File: src/rtl/wb_pkg.sv
// rtl/wb_pkg.sv - shared types and bus widths for the pipelined Wishbone core master
package wb_pkg;
   localparam int WB_AW   = 32;
   localparam int WB_DW   = 32;
   localparam int WB_SELW = 4;

   typedef enum logic [1:0] {
      IDLE  = 2'd0,
      BUSY  = 2'd1,
      ABORT = 2'd2
   } wb_mst_state_e;
endpackage

File: src/rtl/wishbone_if.sv
// rtl/wishbone_if.sv - pipelined Wishbone bus bundle with initiator/target modports
interface wishbone_if;
   import wb_pkg::*;

   logic               cyc;
   logic               stb;
   logic               we;
   logic [WB_AW-1:0]   addr;
   logic [WB_DW-1:0]   data_m;
   logic [WB_DW-1:0]   data_s;
   logic [WB_SELW-1:0] sel;
   logic               ack;
   logic               err;
   logic               stall;

   modport master (
      output cyc, stb, addr, data_m, we, sel,
      input  data_s, ack, err, stall
   );

   modport slave (
      input  cyc, stb, addr, data_m, we, sel,
      output data_s, ack, err, stall
   );
endinterface

File: src/rtl/wb_watchdog.sv
// rtl/wb_watchdog.sv - idle-cycle counter that flags the cycle in which LIMIT idle cycles complete
module wb_watchdog #(
   parameter int LIMIT = 255
) (
   input  logic clk_i,
   input  logic rst_ni,
   input  logic i_clear,
   output logic o_expired
);
   localparam int CW = $clog2(LIMIT + 1);

   logic [CW-1:0] r_count;

   // Expiry fires during the LIMIT-th uncleared cycle so the abort follows immediately.
   assign o_expired = ~i_clear & (r_count == CW'(LIMIT - 1));

   always_ff @(posedge clk_i or negedge rst_ni) begin
      if (!rst_ni) begin
         r_count <= '0;
      end else if (i_clear) begin
         r_count <= '0;
      end else if (!o_expired) begin
         r_count <= r_count + CW'(1);
      end
   end
endmodule

File: src/rtl/wb_core_master.sv
// rtl/wb_core_master.sv - core req/gnt to pipelined Wishbone initiator; WB_MASTER_TIMEOUT_EN adds watchdog abort
module wb_core_master
   import wb_pkg::*;
#(
   parameter int MAX_OUTSTANDING = 2,
   parameter int TIMEOUT_CYCLES  = 255
) (
   input  logic               clk_i,
   input  logic               rst_ni,
   input  logic               req_i,
   output logic               gnt_o,
   input  logic [WB_AW-1:0]   addr_i,
   input  logic               we_i,
   input  logic [WB_SELW-1:0] be_i,
   input  logic [WB_DW-1:0]   wdata_i,
   output logic               rvalid_o,
   output logic [WB_DW-1:0]   rdata_o,
   output logic               err_o,
   wishbone_if.master         wb
);
   wb_mst_state_e r_state, w_next_state;
   logic [2:0]    r_outstanding, w_outstanding_nxt;
   logic          w_room, w_abort, w_pending, w_bus_resp, w_timeout;
   logic          w_stb, w_gnt, w_cyc, w_rvalid, w_err;

   assign w_pending  = (r_outstanding != 3'd0);
   assign w_room     = (r_outstanding < 3'(MAX_OUTSTANDING));
   assign w_abort    = (r_state == ABORT);
   // Responses with nothing outstanding, or arriving during abort, are dropped.
   assign w_bus_resp = (wb.ack | wb.err) & w_pending & ~w_abort;

   assign wb.addr   = addr_i;
   assign wb.data_m = wdata_i;
   assign wb.we     = we_i;
   assign wb.sel    = be_i;
   assign wb.stb    = w_stb;
   assign wb.cyc    = w_cyc;
   assign gnt_o     = w_gnt;
   assign rvalid_o  = w_rvalid;
   assign err_o     = w_err;
   assign rdata_o   = wb.data_s;

   always_comb begin
      w_stb    = rst_ni & req_i & w_room & ~w_abort;
      w_gnt    = w_stb & ~wb.stall;
      w_cyc    = (w_stb | w_pending) & ~w_abort;
      w_rvalid = w_bus_resp | (w_abort & w_pending);
      w_err    = w_abort ? w_pending : (w_bus_resp & wb.err);
   end

   always_comb begin
      w_outstanding_nxt = r_outstanding;
      case ({w_gnt, w_rvalid})
         2'b10:   w_outstanding_nxt = r_outstanding + 3'd1;
         2'b01:   w_outstanding_nxt = r_outstanding - 3'd1;
         default: w_outstanding_nxt = r_outstanding;
      endcase
   end

   always_ff @(posedge clk_i or negedge rst_ni) begin
      if (!rst_ni) begin
         r_outstanding <= 3'd0;
      end else begin
         r_outstanding <= w_outstanding_nxt;
      end
   end

   always_ff @(posedge clk_i or negedge rst_ni) begin
      if (!rst_ni) begin
         r_state <= IDLE;
      end else begin
         r_state <= w_next_state;
      end
   end

   always_comb begin
      w_next_state = r_state;
      case (r_state)
         IDLE:    if (w_gnt) w_next_state = BUSY;
         BUSY: begin
            if (w_timeout) begin
               w_next_state = ABORT;
            end else if ((w_outstanding_nxt == 3'd0) && !w_gnt) begin
               w_next_state = IDLE;
            end
         end
         ABORT:   if (w_outstanding_nxt == 3'd0) w_next_state = IDLE;
         default: w_next_state = IDLE;
      endcase
   end

`ifdef WB_MASTER_TIMEOUT_EN
   wb_watchdog #(
      .LIMIT(TIMEOUT_CYCLES)
   ) u_watchdog (
      .clk_i     (clk_i),
      .rst_ni    (rst_ni),
      .i_clear   (w_gnt | w_rvalid | (r_state != BUSY)),
      .o_expired (w_timeout)
   );
`else
   logic w_unused_timeout_cfg;
   assign w_unused_timeout_cfg = ^TIMEOUT_CYCLES;
   assign w_timeout = 1'b0;
`endif
endmodule

File: src/flat_wrapper.sv
// flat-port wrapper written by rule: the top's interface ports become plain ports
module wb_core_master_flat import wb_pkg::*;
#(
   parameter int MAX_OUTSTANDING = 2,
   parameter int TIMEOUT_CYCLES  = 255
)
  (clk_i, rst_ni, req_i, gnt_o, addr_i, we_i, be_i, wdata_i, rvalid_o, rdata_o, err_o, wb_cyc, wb_stb, wb_addr, wb_data_m, wb_we, wb_sel, wb_data_s, wb_ack, wb_err, wb_stall);
  wishbone_if wb_i ();
  input  logic clk_i;
  input  logic rst_ni;
  input  logic req_i;
  output logic gnt_o;
  input  logic [WB_AW-1:0] addr_i;
  input  logic we_i;
  input  logic [WB_SELW-1:0] be_i;
  input  logic [WB_DW-1:0] wdata_i;
  output logic rvalid_o;
  output logic [WB_DW-1:0] rdata_o;
  output logic err_o;
  output wire logic [$bits(wb_i.cyc)-1:0] wb_cyc;
  output wire logic [$bits(wb_i.stb)-1:0] wb_stb;
  output wire logic [$bits(wb_i.addr)-1:0] wb_addr;
  output wire logic [$bits(wb_i.data_m)-1:0] wb_data_m;
  output wire logic [$bits(wb_i.we)-1:0] wb_we;
  output wire logic [$bits(wb_i.sel)-1:0] wb_sel;
  input wire logic [$bits(wb_i.data_s)-1:0] wb_data_s;
  input wire logic [$bits(wb_i.ack)-1:0] wb_ack;
  input wire logic [$bits(wb_i.err)-1:0] wb_err;
  input wire logic [$bits(wb_i.stall)-1:0] wb_stall;
  assign wb_cyc = wb_i.cyc;
  assign wb_stb = wb_i.stb;
  assign wb_addr = wb_i.addr;
  assign wb_data_m = wb_i.data_m;
  assign wb_we = wb_i.we;
  assign wb_sel = wb_i.sel;
  assign wb_i.data_s = wb_data_s;
  assign wb_i.ack = wb_ack;
  assign wb_i.err = wb_err;
  assign wb_i.stall = wb_stall;
  wb_core_master #(.MAX_OUTSTANDING(MAX_OUTSTANDING), .TIMEOUT_CYCLES(TIMEOUT_CYCLES)) u_core (.clk_i(clk_i), .rst_ni(rst_ni), .req_i(req_i), .gnt_o(gnt_o), .addr_i(addr_i), .we_i(we_i), .be_i(be_i), .wdata_i(wdata_i), .rvalid_o(rvalid_o), .rdata_o(rdata_o), .err_o(err_o), .wb(wb_i));
endmodule
File: config.mk
export PLATFORM = sky130hd
export DESIGN_NAME = wb_core_master_flat
export DESIGN_NICKNAME = d
export VERILOG_FILES = /design/src/rtl/wb_pkg.sv /design/src/rtl/wishbone_if.sv /design/src/rtl/wb_watchdog.sv /design/src/rtl/wb_core_master.sv /design/src/flat_wrapper.sv
export SDC_FILE = /design/constraint.sdc
export NUM_CORES = 1
export LEC_CHECK = 0
export CORE_AREA = 4 4 81 83
export CTS_CLUSTER_DIAMETER = 60
export CTS_CLUSTER_SIZE = 28
export DETAILED_ROUTE_END_ITERATION = 12
export DIE_AREA = 0 0 85 87
export PLACE_DENSITY = 0.76
export SLEW_MARGIN = 0
export SYNTH_ARGS = -nofsm -noshare
export SYNTH_HDL_FRONTEND = slang
export SYNTH_SLANG_ARGS = --single-unit
File: constraint.sdc
create_clock -name clk_i -period 2.47 [get_ports clk_i]
set_clock_uncertainty 0.05 [all_clocks]
set_input_delay 0.494 -clock clk_i [delete_from_list [all_inputs] [get_ports clk_i]]
set_output_delay 0.494 -clock clk_i [all_outputs]
set_load 0.05 [all_outputs]
==> flow_metrics.env <==
export IMPL_drt_pass1_iter_count=4
export IMPL_port_buffers=10
export IMPL_yosysTopAreaCell="buf_4"
export IMPL_arrival_ns=1.57
export IMPL_via_per_inst=2.974
export IMPL_slew_viol_final=0
export IMPL_cts_sinks=3
export IMPL_design_area_um2=526.8
export IMPL_grt_first_pass_wirelength_mm=2.760
export IMPL_regMostFlops="u_core.r_outstanding"
export IMPL_cap_violations=0
export IMPL_synth_area_leaders="buf_4 (79%), dfrtp_1 (7.8%), fa_1 (2.1%)"
export IMPL_final_cell_mix="clkdlybuf4s50_1 (5), buf_12 (5), inv_1 (4)"
export IMPL_drt_first_iter_violations=1
export IMPL_powerDensity_nw_per_um2=1088
export IMPL_cp_cell_sequence="clkdlybuf4s50_1 > nand2_1 > nor3_1 > buf_12"
export IMPL_slowest_delay_ns=0.47
export IMPL_crit_path_top_delay_cell="clkdlybuf4s50_1"
export IMPL_grt_pass1_vias=402
export IMPL_cts_root_buf="clkbuf_8"
export IMPL_syn_inst=123
export IMPL_antenna_found_initial=0
export IMPL_leakage_nw=0.2012
export IMPL_startpoint_type="primary input"
export IMPL_rsz0062_at_grt="false"
export IMPL_place_area_um2=481.7
export IMPL_critPathTopFamily="buffers and inverters"
export IMPL_slew_headroom_pct=77.21
export IMPL_cts_tree="done"
export IMPL_core_area_um2=5851
export IMPL_ctsResizeCount=0
export IMPL_finalSetupViolCount=0
export IMPL_nets=149
export IMPL_syn_nets=232
export IMPL_cts_setup_buffers=0
export IMPL_avgSynthCellArea_um2=7.843
export IMPL_fin_tns_setup_ns=0
export IMPL_wl_mm=2.119
export IMPL_antenna_left=0
export IMPL_worstPathRequired_ns=1.93
export IMPL_hpwl_mm=1.816
export IMPL_gp_congestion=0.7084
export IMPL_yosysWarnings=0
export IMPL_num_antenna_cells=0
export IMPL_post_route_min_period_ns=2.109
export IMPL_fillers=673
export IMPL_worst_slew_pin_slew_ns=0.3393
export IMPL_synth_area_um2=964.7
export IMPL_htreeDepth=1
export IMPL_hold_class="register to register"
export IMPL_area_growth_pct=-45.40
export IMPL_largest_reg_flops=3
export IMPL_worstPathMaxFanout=3
export IMPL_vias=339
export IMPL_fmax_mhz=474.1
export IMPL_synth_seq_cells=3
export IMPL_row_count=28
export IMPL_die_x_um=85
export IMPL_worstPathBufferInverterCount=2
export IMPL_grt_ovfl_total=0
export IMPL_reg_largest_list="u_core.r_outstanding (3)"
export IMPL_seq_area_frac_synth_pct=7.782
export IMPL_dieArea_um2=7395
export IMPL_clk_path_buf_depth=2
export IMPL_die_h_um=87
export IMPL_timing_final_crit_share_pct=85.40
export IMPL_yosysTopAreaCellShare_pct=78.60
export IMPL_path_class="primary input to primary output"
export IMPL_vdd_drop_max_v=0.0003494
export IMPL_drive_above_1_share_pct=30.77
export IMPL_clock_latency_ns=0.22
export IMPL_cts_buffers=3
export IMPL_hold_buffers=0
export IMPL_drcViolationCount=0
export IMPL_hold_violations=0
export IMPL_grt_max_degree=5
export IMPL_clkTransAtPathRegs_ns=0.03
export IMPL_routedWlPerCell_um=18.59
export IMPL_critical_path_endpoint_type="primary output"
export IMPL_ios=213
export IMPL_grt_util_all_layers_pct=5.352
export IMPL_synth_distinct_cells=13
export IMPL_start_util_pct=16.49
export IMPL_status="completed"
-- report_power, final --
part           total (mW)  internal (mW)  leakage [nW]  switching (mW)
Combinational       0.313          0.153         0.143           0.160
Clock               0.143          0.110        0.0228          0.0330
Sequential          0.117         0.0787        0.0350          0.0387
-- cell families (layout without fill, tap and decap cells) --
group / count (synthesis) / after routing / synth area share [%]
flip-flops: 3 / 3 / 7.782
adder cells (fa/ha/maj): 2 / 2 / 3.372
buffers and inverters: 105 / 21 / 80.16
multiplexers: 1 / 1 / 1.038
XOR/XNOR: 3 / 3 / 2.724
AND/OR/NAND/NOR: 9 / 9 / 4.929
-- routing by layer --
metal / vias to the layer above / GRT usage, % / routed length, um / share of wire, %
met5: - / 0 / 0 / 0
met4: 0 / 7.338 / 258 / 12
met3: 30 / 9.272 / 741 / 35
met2: 89 / 6.215 / 818 / 39
met1: 119 / 1.976 / 301 / 14
li1: 101 / - / - / -
-- path summary, 6_finish.rpt --
| check | start | end | slack [ns] | cells after the start |
|---|---|---|---|---|
| max in group asynchronous | rst_ni | u_core.r_outstanding[0] | 1.76 | 2 |
| min in group asynchronous | rst_ni | u_core.r_outstanding[2] | 0.51 | 2 |
| max | rst_ni | wb_stb | 0.36 | 4 |
| min reg2reg | u_core.r_outstanding[0] | u_core.r_outstanding[0] | 0.46 | 1 |
| max reg2reg | u_core.r_outstanding[2] | u_core.r_outstanding[2] | 0.57 | 8 |
| min | u_core.r_outstanding[0] | u_core.r_outstanding[0] | 0.46 | 1 |
-- cells in the mapped netlist, drive strengths merged --
| cell type | count |
|---|---|
| nor3 | 2 |
| fa | 1 |
| ha | 1 |
| xnor2 | 1 |
| mux2i | 1 |
| nor2b | 1 |
| dfrtp | 3 |
| nand2 | 2 |
| nor4 | 1 |
| nor2 | 3 |
| inv | 4 |
| buf | 101 |
| xor2 | 2 |
-- worst register-to-register path: cells and delay by family (launching register included) --
kind / cells / cell delay, ns
adder cells (fa/ha/maj): 2 / 0.58
buffers and inverters: 1 / 0.06
flip-flops: 1 / 0.44
XOR/XNOR: 2 / 0.30
AND/OR/NAND/NOR: 3 / 0.40
-- final cells by class --
class / count / area, um2 / share of cell area [%]
Multi-Input combinational cell: 15 / 125.1 / 23.75
Timing Repair Buffer: 13 / 172.7 / 32.78
Sequential cell: 3 / 75.07 / 14.25
Inverter: 4 / 15.01 / 2.850
Clock buffer: 4 / 45.04 / 8.551
Tap cell: 75 / 93.84 / 17.81
-- per-stage QoR --
stage                     util (%)  cells  setup WS, ns  hold WS (ns)  total power [mW]
after global placement       8.234    110        0.1747        0.4430            0.4275
after CTS                    9.003    114        0.3508        0.4584            0.5844
after detailed placement     8.234    110        0.1339        0.4542            0.4327
final                        9.003    114        0.3607        0.4600            0.5733
after global routing         9.003    114        0.2154        0.4926            0.6262
after floorplan                  -    123      0.004111        0.1484            0.7395
Power figures use the tool's default switching activity.
